[src/rtl/branch_redirect_ctrl_if.sv]
// EX-stage resolution inputs and fetch redirect/flush outputs of the redirect controller.
// The controller holds the master side; the pipeline/fetch side holds the slave side.
interface branch_redirect_ctrl_if #(
   parameter int ADDR_WIDTH = 32
);
   logic                  ex_valid;
   logic                  ex_stall;
   logic [2:0]            ex_branch_sel;
   logic                  ex_pc_sel;
   logic [ADDR_WIDTH-1:0] ex_target;
   logic [ADDR_WIDTH-1:0] ex_pc_plus4;
   logic                  ex_pred_taken;
   logic [ADDR_WIDTH-1:0] ex_pred_target;
   logic                  redirect_ready;
   logic                  redirect_valid;
   logic [ADDR_WIDTH-1:0] redirect_pc;
   logic                  flush_if_id;
   logic                  flush_id_ex;
   logic                  hold_fetch;

   modport master (
      input  ex_valid, ex_stall, ex_branch_sel, ex_pc_sel, ex_target, ex_pc_plus4,
             ex_pred_taken, ex_pred_target, redirect_ready,
      output redirect_valid, redirect_pc, flush_if_id, flush_id_ex, hold_fetch
   );

   modport slave (
      output ex_valid, ex_stall, ex_branch_sel, ex_pc_sel, ex_target, ex_pc_plus4,
             ex_pred_taken, ex_pred_target, redirect_ready,
      input  redirect_valid, redirect_pc, flush_if_id, flush_id_ex, hold_fetch
   );
endinterface

[src/rtl/branch_redirect_ctrl.sv]
// Detects EX-stage control-flow mispredicts, squashes younger stages and holds a
// valid/ready redirect to fetch until accepted; keeps branch/mispredict counters.
module branch_redirect_ctrl #(
   parameter int ADDR_WIDTH = 32,
   parameter int CNT_WIDTH  = 32
) (
   input  logic                 clk,
   input  logic                 rst,
   branch_redirect_ctrl_if.master bus,
   input  logic                 cnt_clr,
   output logic [CNT_WIDTH-1:0] branch_cnt,
   output logic [CNT_WIDTH-1:0] mispredict_cnt
);
   localparam logic [2:0] SEL_NONE = 3'b010;
   localparam logic [2:0] SEL_JUMP = 3'b011;

   typedef enum logic {
      IDLE,
      HOLD
   } state_t;

   state_t                state_q, state_d;
   logic [ADDR_WIDTH-1:0] pend_pc_q, pend_pc_d;
   logic [CNT_WIDTH-1:0]  branch_cnt_q, branch_cnt_d;
   logic [CNT_WIDTH-1:0]  mispredict_cnt_q, mispredict_cnt_d;

   logic                  ex_fire;
   logic                  is_ctrl;
   logic                  taken;
   logic                  dir_wrong;
   logic                  tgt_wrong;
   logic                  mispredict;
   logic [ADDR_WIDTH-1:0] correct_pc;

   // Resolution of the instruction currently in EX.
   always_comb begin
      ex_fire    = bus.ex_valid & ~bus.ex_stall;
      is_ctrl    = (bus.ex_branch_sel != SEL_NONE);
      taken      = is_ctrl & ((bus.ex_branch_sel == SEL_JUMP) | bus.ex_pc_sel);
      dir_wrong  = (taken != bus.ex_pred_taken);
      tgt_wrong  = taken & bus.ex_pred_taken & (bus.ex_target != bus.ex_pred_target);
      // A non-control instruction predicted taken falls out as a direction mispredict.
      mispredict = ex_fire & (dir_wrong | tgt_wrong);
      correct_pc = taken ? bus.ex_target : bus.ex_pc_plus4;
   end

   always_comb begin
      state_d            = state_q;
      pend_pc_d          = pend_pc_q;
      bus.redirect_valid = 1'b0;
      bus.redirect_pc    = '0;
      bus.flush_if_id    = 1'b0;
      bus.flush_id_ex    = 1'b0;
      bus.hold_fetch     = 1'b0;
      case (state_q)
         IDLE: begin
            if (mispredict) begin
               bus.redirect_valid = 1'b1;
               bus.redirect_pc    = correct_pc;
               bus.flush_if_id    = 1'b1;
               bus.flush_id_ex    = 1'b1;
               if (!bus.redirect_ready) begin
                  pend_pc_d = correct_pc;
                  state_d   = HOLD;
               end
            end
         end
         HOLD: begin
            // EX carries a bubble here, so only the IF/ID squash is needed.
            bus.redirect_valid = 1'b1;
            bus.redirect_pc    = pend_pc_q;
            bus.flush_if_id    = 1'b1;
            bus.hold_fetch     = 1'b1;
            if (bus.redirect_ready) begin
               state_d = IDLE;
            end
         end
         default: begin
            state_d = IDLE;
         end
      endcase
   end

   always_comb begin
      branch_cnt_d     = branch_cnt_q;
      mispredict_cnt_d = mispredict_cnt_q;
      if (cnt_clr) begin
         branch_cnt_d     = '0;
         mispredict_cnt_d = '0;
      end else if (state_q == IDLE) begin
         if (ex_fire && is_ctrl) begin
            branch_cnt_d = branch_cnt_q + 1'b1;
         end
         if (mispredict) begin
            mispredict_cnt_d = mispredict_cnt_q + 1'b1;
         end
      end
   end

   always_ff @(posedge clk or posedge rst) begin
      if (rst) begin
         state_q          <= IDLE;
         pend_pc_q        <= '0;
         branch_cnt_q     <= '0;
         mispredict_cnt_q <= '0;
      end else begin
         state_q          <= state_d;
         pend_pc_q        <= pend_pc_d;
         branch_cnt_q     <= branch_cnt_d;
         mispredict_cnt_q <= mispredict_cnt_d;
      end
   end

   assign branch_cnt     = branch_cnt_q;
   assign mispredict_cnt = mispredict_cnt_q;
endmodule
[src/flat_wrapper.sv]
// flat-port wrapper written by rule: the top's interface ports become plain ports
module branch_redirect_ctrl_flat 
#(
   parameter int ADDR_WIDTH = 32,
   parameter int CNT_WIDTH  = 32
)
  (clk, rst, cnt_clr, branch_cnt, mispredict_cnt, bus_ex_valid, bus_ex_stall, bus_ex_branch_sel, bus_ex_pc_sel, bus_ex_target, bus_ex_pc_plus4, bus_ex_pred_taken, bus_ex_pred_target, bus_redirect_ready, bus_redirect_valid, bus_redirect_pc, bus_flush_if_id, bus_flush_id_ex, bus_hold_fetch);
  branch_redirect_ctrl_if #(.ADDR_WIDTH(ADDR_WIDTH)) bus_i ();
  input  logic clk;
  input  logic rst;
  input  logic cnt_clr;
  output logic [CNT_WIDTH-1:0] branch_cnt;
  output logic [CNT_WIDTH-1:0] mispredict_cnt;
  input wire logic [$bits(bus_i.ex_valid)-1:0] bus_ex_valid;
  input wire logic [$bits(bus_i.ex_stall)-1:0] bus_ex_stall;
  input wire logic [$bits(bus_i.ex_branch_sel)-1:0] bus_ex_branch_sel;
  input wire logic [$bits(bus_i.ex_pc_sel)-1:0] bus_ex_pc_sel;
  input wire logic [$bits(bus_i.ex_target)-1:0] bus_ex_target;
  input wire logic [$bits(bus_i.ex_pc_plus4)-1:0] bus_ex_pc_plus4;
  input wire logic [$bits(bus_i.ex_pred_taken)-1:0] bus_ex_pred_taken;
  input wire logic [$bits(bus_i.ex_pred_target)-1:0] bus_ex_pred_target;
  input wire logic [$bits(bus_i.redirect_ready)-1:0] bus_redirect_ready;
  output wire logic [$bits(bus_i.redirect_valid)-1:0] bus_redirect_valid;
  output wire logic [$bits(bus_i.redirect_pc)-1:0] bus_redirect_pc;
  output wire logic [$bits(bus_i.flush_if_id)-1:0] bus_flush_if_id;
  output wire logic [$bits(bus_i.flush_id_ex)-1:0] bus_flush_id_ex;
  output wire logic [$bits(bus_i.hold_fetch)-1:0] bus_hold_fetch;
  assign bus_i.ex_valid = bus_ex_valid;
  assign bus_i.ex_stall = bus_ex_stall;
  assign bus_i.ex_branch_sel = bus_ex_branch_sel;
  assign bus_i.ex_pc_sel = bus_ex_pc_sel;
  assign bus_i.ex_target = bus_ex_target;
  assign bus_i.ex_pc_plus4 = bus_ex_pc_plus4;
  assign bus_i.ex_pred_taken = bus_ex_pred_taken;
  assign bus_i.ex_pred_target = bus_ex_pred_target;
  assign bus_i.redirect_ready = bus_redirect_ready;
  assign bus_redirect_valid = bus_i.redirect_valid;
  assign bus_redirect_pc = bus_i.redirect_pc;
  assign bus_flush_if_id = bus_i.flush_if_id;
  assign bus_flush_id_ex = bus_i.flush_id_ex;
  assign bus_hold_fetch = bus_i.hold_fetch;
  branch_redirect_ctrl #(.ADDR_WIDTH(ADDR_WIDTH), .CNT_WIDTH(CNT_WIDTH)) u_core (.clk(clk), .rst(rst), .bus(bus_i), .cnt_clr(cnt_clr), .branch_cnt(branch_cnt), .mispredict_cnt(mispredict_cnt));
endmodule
[config.mk]
export PLATFORM = sky130hd
export DESIGN_NAME = branch_redirect_ctrl_flat
export DESIGN_NICKNAME = d
export VERILOG_FILES = /design/src/rtl/branch_redirect_ctrl_if.sv /design/src/rtl/branch_redirect_ctrl.sv /design/src/flat_wrapper.sv
export SDC_FILE = /design/constraint.sdc
export NUM_CORES = 1
export LEC_CHECK = 0
export ABC_AREA = 0
export ABC_CLOCK_PERIOD_IN_PS = 3500
export BUFFER_PORTS_ARGS = -buffer_cell sky130_fd_sc_hd__buf_2
export CAP_MARGIN = 10
export CORE_ASPECT_RATIO = 0.9
export CORE_UTILIZATION = 45
export CTS_BUF_LIST = sky130_fd_sc_hd__clkbuf_4 sky130_fd_sc_hd__clkbuf_8 sky130_fd_sc_hd__clkbuf_16
export CTS_CLUSTER_DIAMETER = 200
export DETAILED_ROUTE_END_ITERATION = 8
export PLACE_DENSITY = 0.86
export SKIP_CTS_REPAIR_TIMING = 1
export SLEW_MARGIN = 20
export SYNTH_ARGS = -nofsm -noshare
export SYNTH_HDL_FRONTEND = slang
export SYNTH_SLANG_ARGS = --single-unit
[constraint.sdc]
create_clock -name clk -period 3.5 [get_ports clk]
set_input_delay 0.7 -clock clk [delete_from_list [all_inputs] [get_ports clk]]
set_output_delay 0.7 -clock clk [all_outputs]
set_load 0.005 [all_outputs]
==> flow_summary_export.csv <==
group,metric,value,unit
power_and_ir_drop,share_seq_of_total_power,46.5,%
sta,hold_viol,0,
power_and_ir_drop,powerDensity,394,nW/µm²
sta,relSlewSlack,47.9,%
power_and_ir_drop,clkPwrFrac,36.1,%
route,drt-initial-drc-count,350,
sta,post-route-period-util,92.1,%
clock_tree,clock_sinks,97,
synth,async_flop_share,100,%
synth,synth_cell_type_count,44,
sta,tns,0,ns
final_layout,layout_commonest_cell,"buf_2",
run_status,outcome,"complete, no violations",
clock_tree,insertion_delay,0.35,ns
sta,post-route-min-period,3.22,ns
clock_tree,root_buffer,"clkbuf_16",
route,post_drt_wl_per_cell,15.5,µm
placement,dp_hpwl,11500,µm
synth,syn_nets,736,
sta,layout_setup_ws,0.275,ns
floorplan,die_w,119,µm
global_routing,grt_pass1_wl,24100,µm
worst_setup_path,required,2.80,ns
worst_setup_path,crit_type,"primary input to output port",
power_and_ir_drop,irDropWorstVdd,228,µV
power_and_ir_drop,combPwrFrac,17.4,%
final_layout,syn2layout_area_growth,27.0,%
route,vias,5370,
global_routing,top_usage_layer,"met2",
flow_run,maxCapViolCount,0,
power_and_ir_drop,p_leak,0.00342,µW
synth,yosys_warnings,0,
placement,routabilityCongestion,0.845,
final_layout,antennaDiodeCount,0,
worst_setup_path,critPathMaxFanout,10,
clock_tree,clk_pin_slew,0.07,ns
final_layout,layout_common_cells,"206 x buf_2, 97 x dfrtp_1, 73 x nor2_1",
power_and_ir_drop,power.total,2790,µW
synth,synthCells,626,
final_layout,drive_above_1_share,31.2,%
power_and_ir_drop,swShare,27.5,%
floorplan,ios,207,
synth,ys_top_cells_by_area,"dfrtp_1 43%, xor2_1 7.8%, mux2i_1 6.3%",
route,routed_via_density,5.45,
clock_tree,cts_tree,"built",
synth,synth_seq_cells,97,
sta,fin_skew,0.00893,ns
worst_setup_path,critPathArrivalTime,2.52,ns
global_routing,antenna_found_initial,0,
route,route.detailed.drc,0,
clock_tree,cts_htree_levels,3,
global_routing,grt_max_degree,61,
placement,dpl_worst_slack,0.273,ns
clock_tree,cts_buffers,9,
route,first_pass_iters,5,
global_routing,grt_pass1_vias,4894,
floorplan,core.rowCount,38,
route,route.antenna.remaining_nets,0,
sta,clock.fmax,0.310,GHz
synth,synth_top_area_share,43.5,%
synth,syn_avg_cell_area,8.92,µm²
final_layout,nets,931,
worst_setup_path,critPathLaunchType,"primary input",
floorplan,start_util,46.2,%
global_routing,met1_usage,29.2,%
global_routing,overflow,0,
worst_setup_path,critPathCaptureType,"output port",
global_routing,grt_use_total,23.9,%
sta,worst_pin_slew,0.782,ns
synth,yosysTopAreaCell,"dfrtp_1",
global_routing,grt_use_met3,5.56,%
synth,yosysSeqAreaShare,43.5,%
route,wirelength,15300,µm
synth,synth_ff_type,"dfrtp_1",
worst_hold_path,min_path_type,"primary input to asynchronous set/reset pin",
power_and_ir_drop,p_int,2020,µW
placement,numPortBuffers,206,
floorplan,core,12100,µm²
sta,grt_setup_unrepaired,"false",
synth,syn-cell-area,5580,µm²
floorplan,die-area,12900,µm²
floorplan,die_h,108,µm
synth,synth_edf_count,0,
sta,finalMaxSlewViolations,0,
global_routing,met2_usage,40.5,%
sta,setup_viol,0,
power_and_ir_drop,switching_power,769,µW
clock_tree,clk_path_buf_depth,2,
[cell usage after synthesis, types with 2 or more instances]
master / count
nand4_1: 11
xnor2_1: 9
xor2_1: 50
ha_1: 3
nand2_2: 2
inv_1: 11
nor3_1: 5
and3_1: 5
mux2i_1: 35
o31ai_1: 13
buf_2: 4
dfrtp_1: 97
or2_2: 2
nand4_2: 2
clkbuf_1: 28
nor2_1: 73
buf_6: 3
nand3_1: 23
or3_1: 12
mux2_2: 5
o311ai_0: 2
a21o_1: 2
nor4_1: 13
and2_1: 5
or4_1: 13
and4_1: 4
nand2_1: 63
o21ai_0: 44
a21oi_1: 60
nand3b_1: 2
nor2b_1: 7
o41ai_1: 4
a211oi_1: 2
buf_4: 2
[cells by family (layout without fill, tap and decap cells)]
family / count (synthesis) / in the layout / share of synthesized area, %
muxes: 40 / 40 / 7.28
AOI/OAI and AO/OA: 130 / 130 / 13.0
adders and majority gates: 3 / 3 / 0.672
xor gates and xnor gates: 59 / 59 / 9.25
buffers and inverters: 49 / 249 / 3.92
DFF: 97 / 97 / 43.5
and+or+nand+nor: 248 / 248 / 22.4
[state kept, by name, summed over array words and instances (netlist names)]
register               count
u_core.pend_pc_q          32
u_core.branch_cnt         32
u_core.mispredict_cnt     32
u_core.state_q             1
[critical path, stage by stage]
cell and delay (ns):
buf_2 0.12, xor2_1 0.16, nor4_1 0.35, nand4_1 0.19
o21ai_1 0.25, a21o_2 0.26, buf_4 0.19, o21ai_0 0.13
buf_2 0.15
[metrics by stage]
| step | std cells | hold slack (ns) | area, µm² | util, % |
|---|---|---|---|---|
| final | 986 | 0.507 | 7090 | 58.7 |
| after global routing | 986 | 0.546 | 7090 | 58.7 |
| after CTS | 986 | 0.521 | 7090 | 58.7 |
| after detailed placement | 970 | 0.516 | 6790 | 56.2 |
| after global placement | 970 | 0.506 | 6790 | 56.2 |
| after floorplan | 626 | 0.495 | 5590 | - |
[layout make-up]
cell class / instances / area, µm²
clock buffer: 10 / 239
clock inverter: 6 / 62.6
fill: 1089 / 4980
inverter: 12 / 47.5
multi-input combinational: 480 / 2960
sequential: 97 / 2430
tap: 160 / 200
timing repair buffer: 221 / 1160
[layer usage]
layer / up-vias / routed length (µm)
li1: 2594 / -
met1: 2538 / 6310
met2: 216 / 7640
met3: 22 / 927
met4: 0 / 375
met5: - / 0
[worst paths after layout]
check | from | end | slack, ns | cells past startpoint
worst min-delay path | rst | u_core.branch_cnt[7] | 0.51 | 2
worst max-delay path | bus_ex_target[6] | bus_redirect_pc[10] | 0.28 | 9
max in group asynchronous | rst | u_core.pend_pc_q[22] | 2.34 | 3
worst max register to register | u_core.state_q | u_core.mispredict_cnt[12] | 0.98 | 6
worst min register to register | u_core.pend_pc_q[28] | u_core.pend_pc_q[28] | 0.53 | 2
min in group clk | u_core.pend_pc_q[28] | u_core.pend_pc_q[28] | 0.53 | 2
[power by group through the flow]
stage | Sequential, µW | Combinational (µW) | Clock, µW
2_1_floorplan | 1300 | 285 | 0
3_3_place_gp | 1310 | 477 | 0
3_5_place_dp | 1320 | 487 | 0
4_1_cts | 1300 | 489 | 1030
5_1_grt | 1310 | 546 | 1070
6_report | 1300 | 486 | 1010
Note: power is estimated with default switching activity, not from simulation.
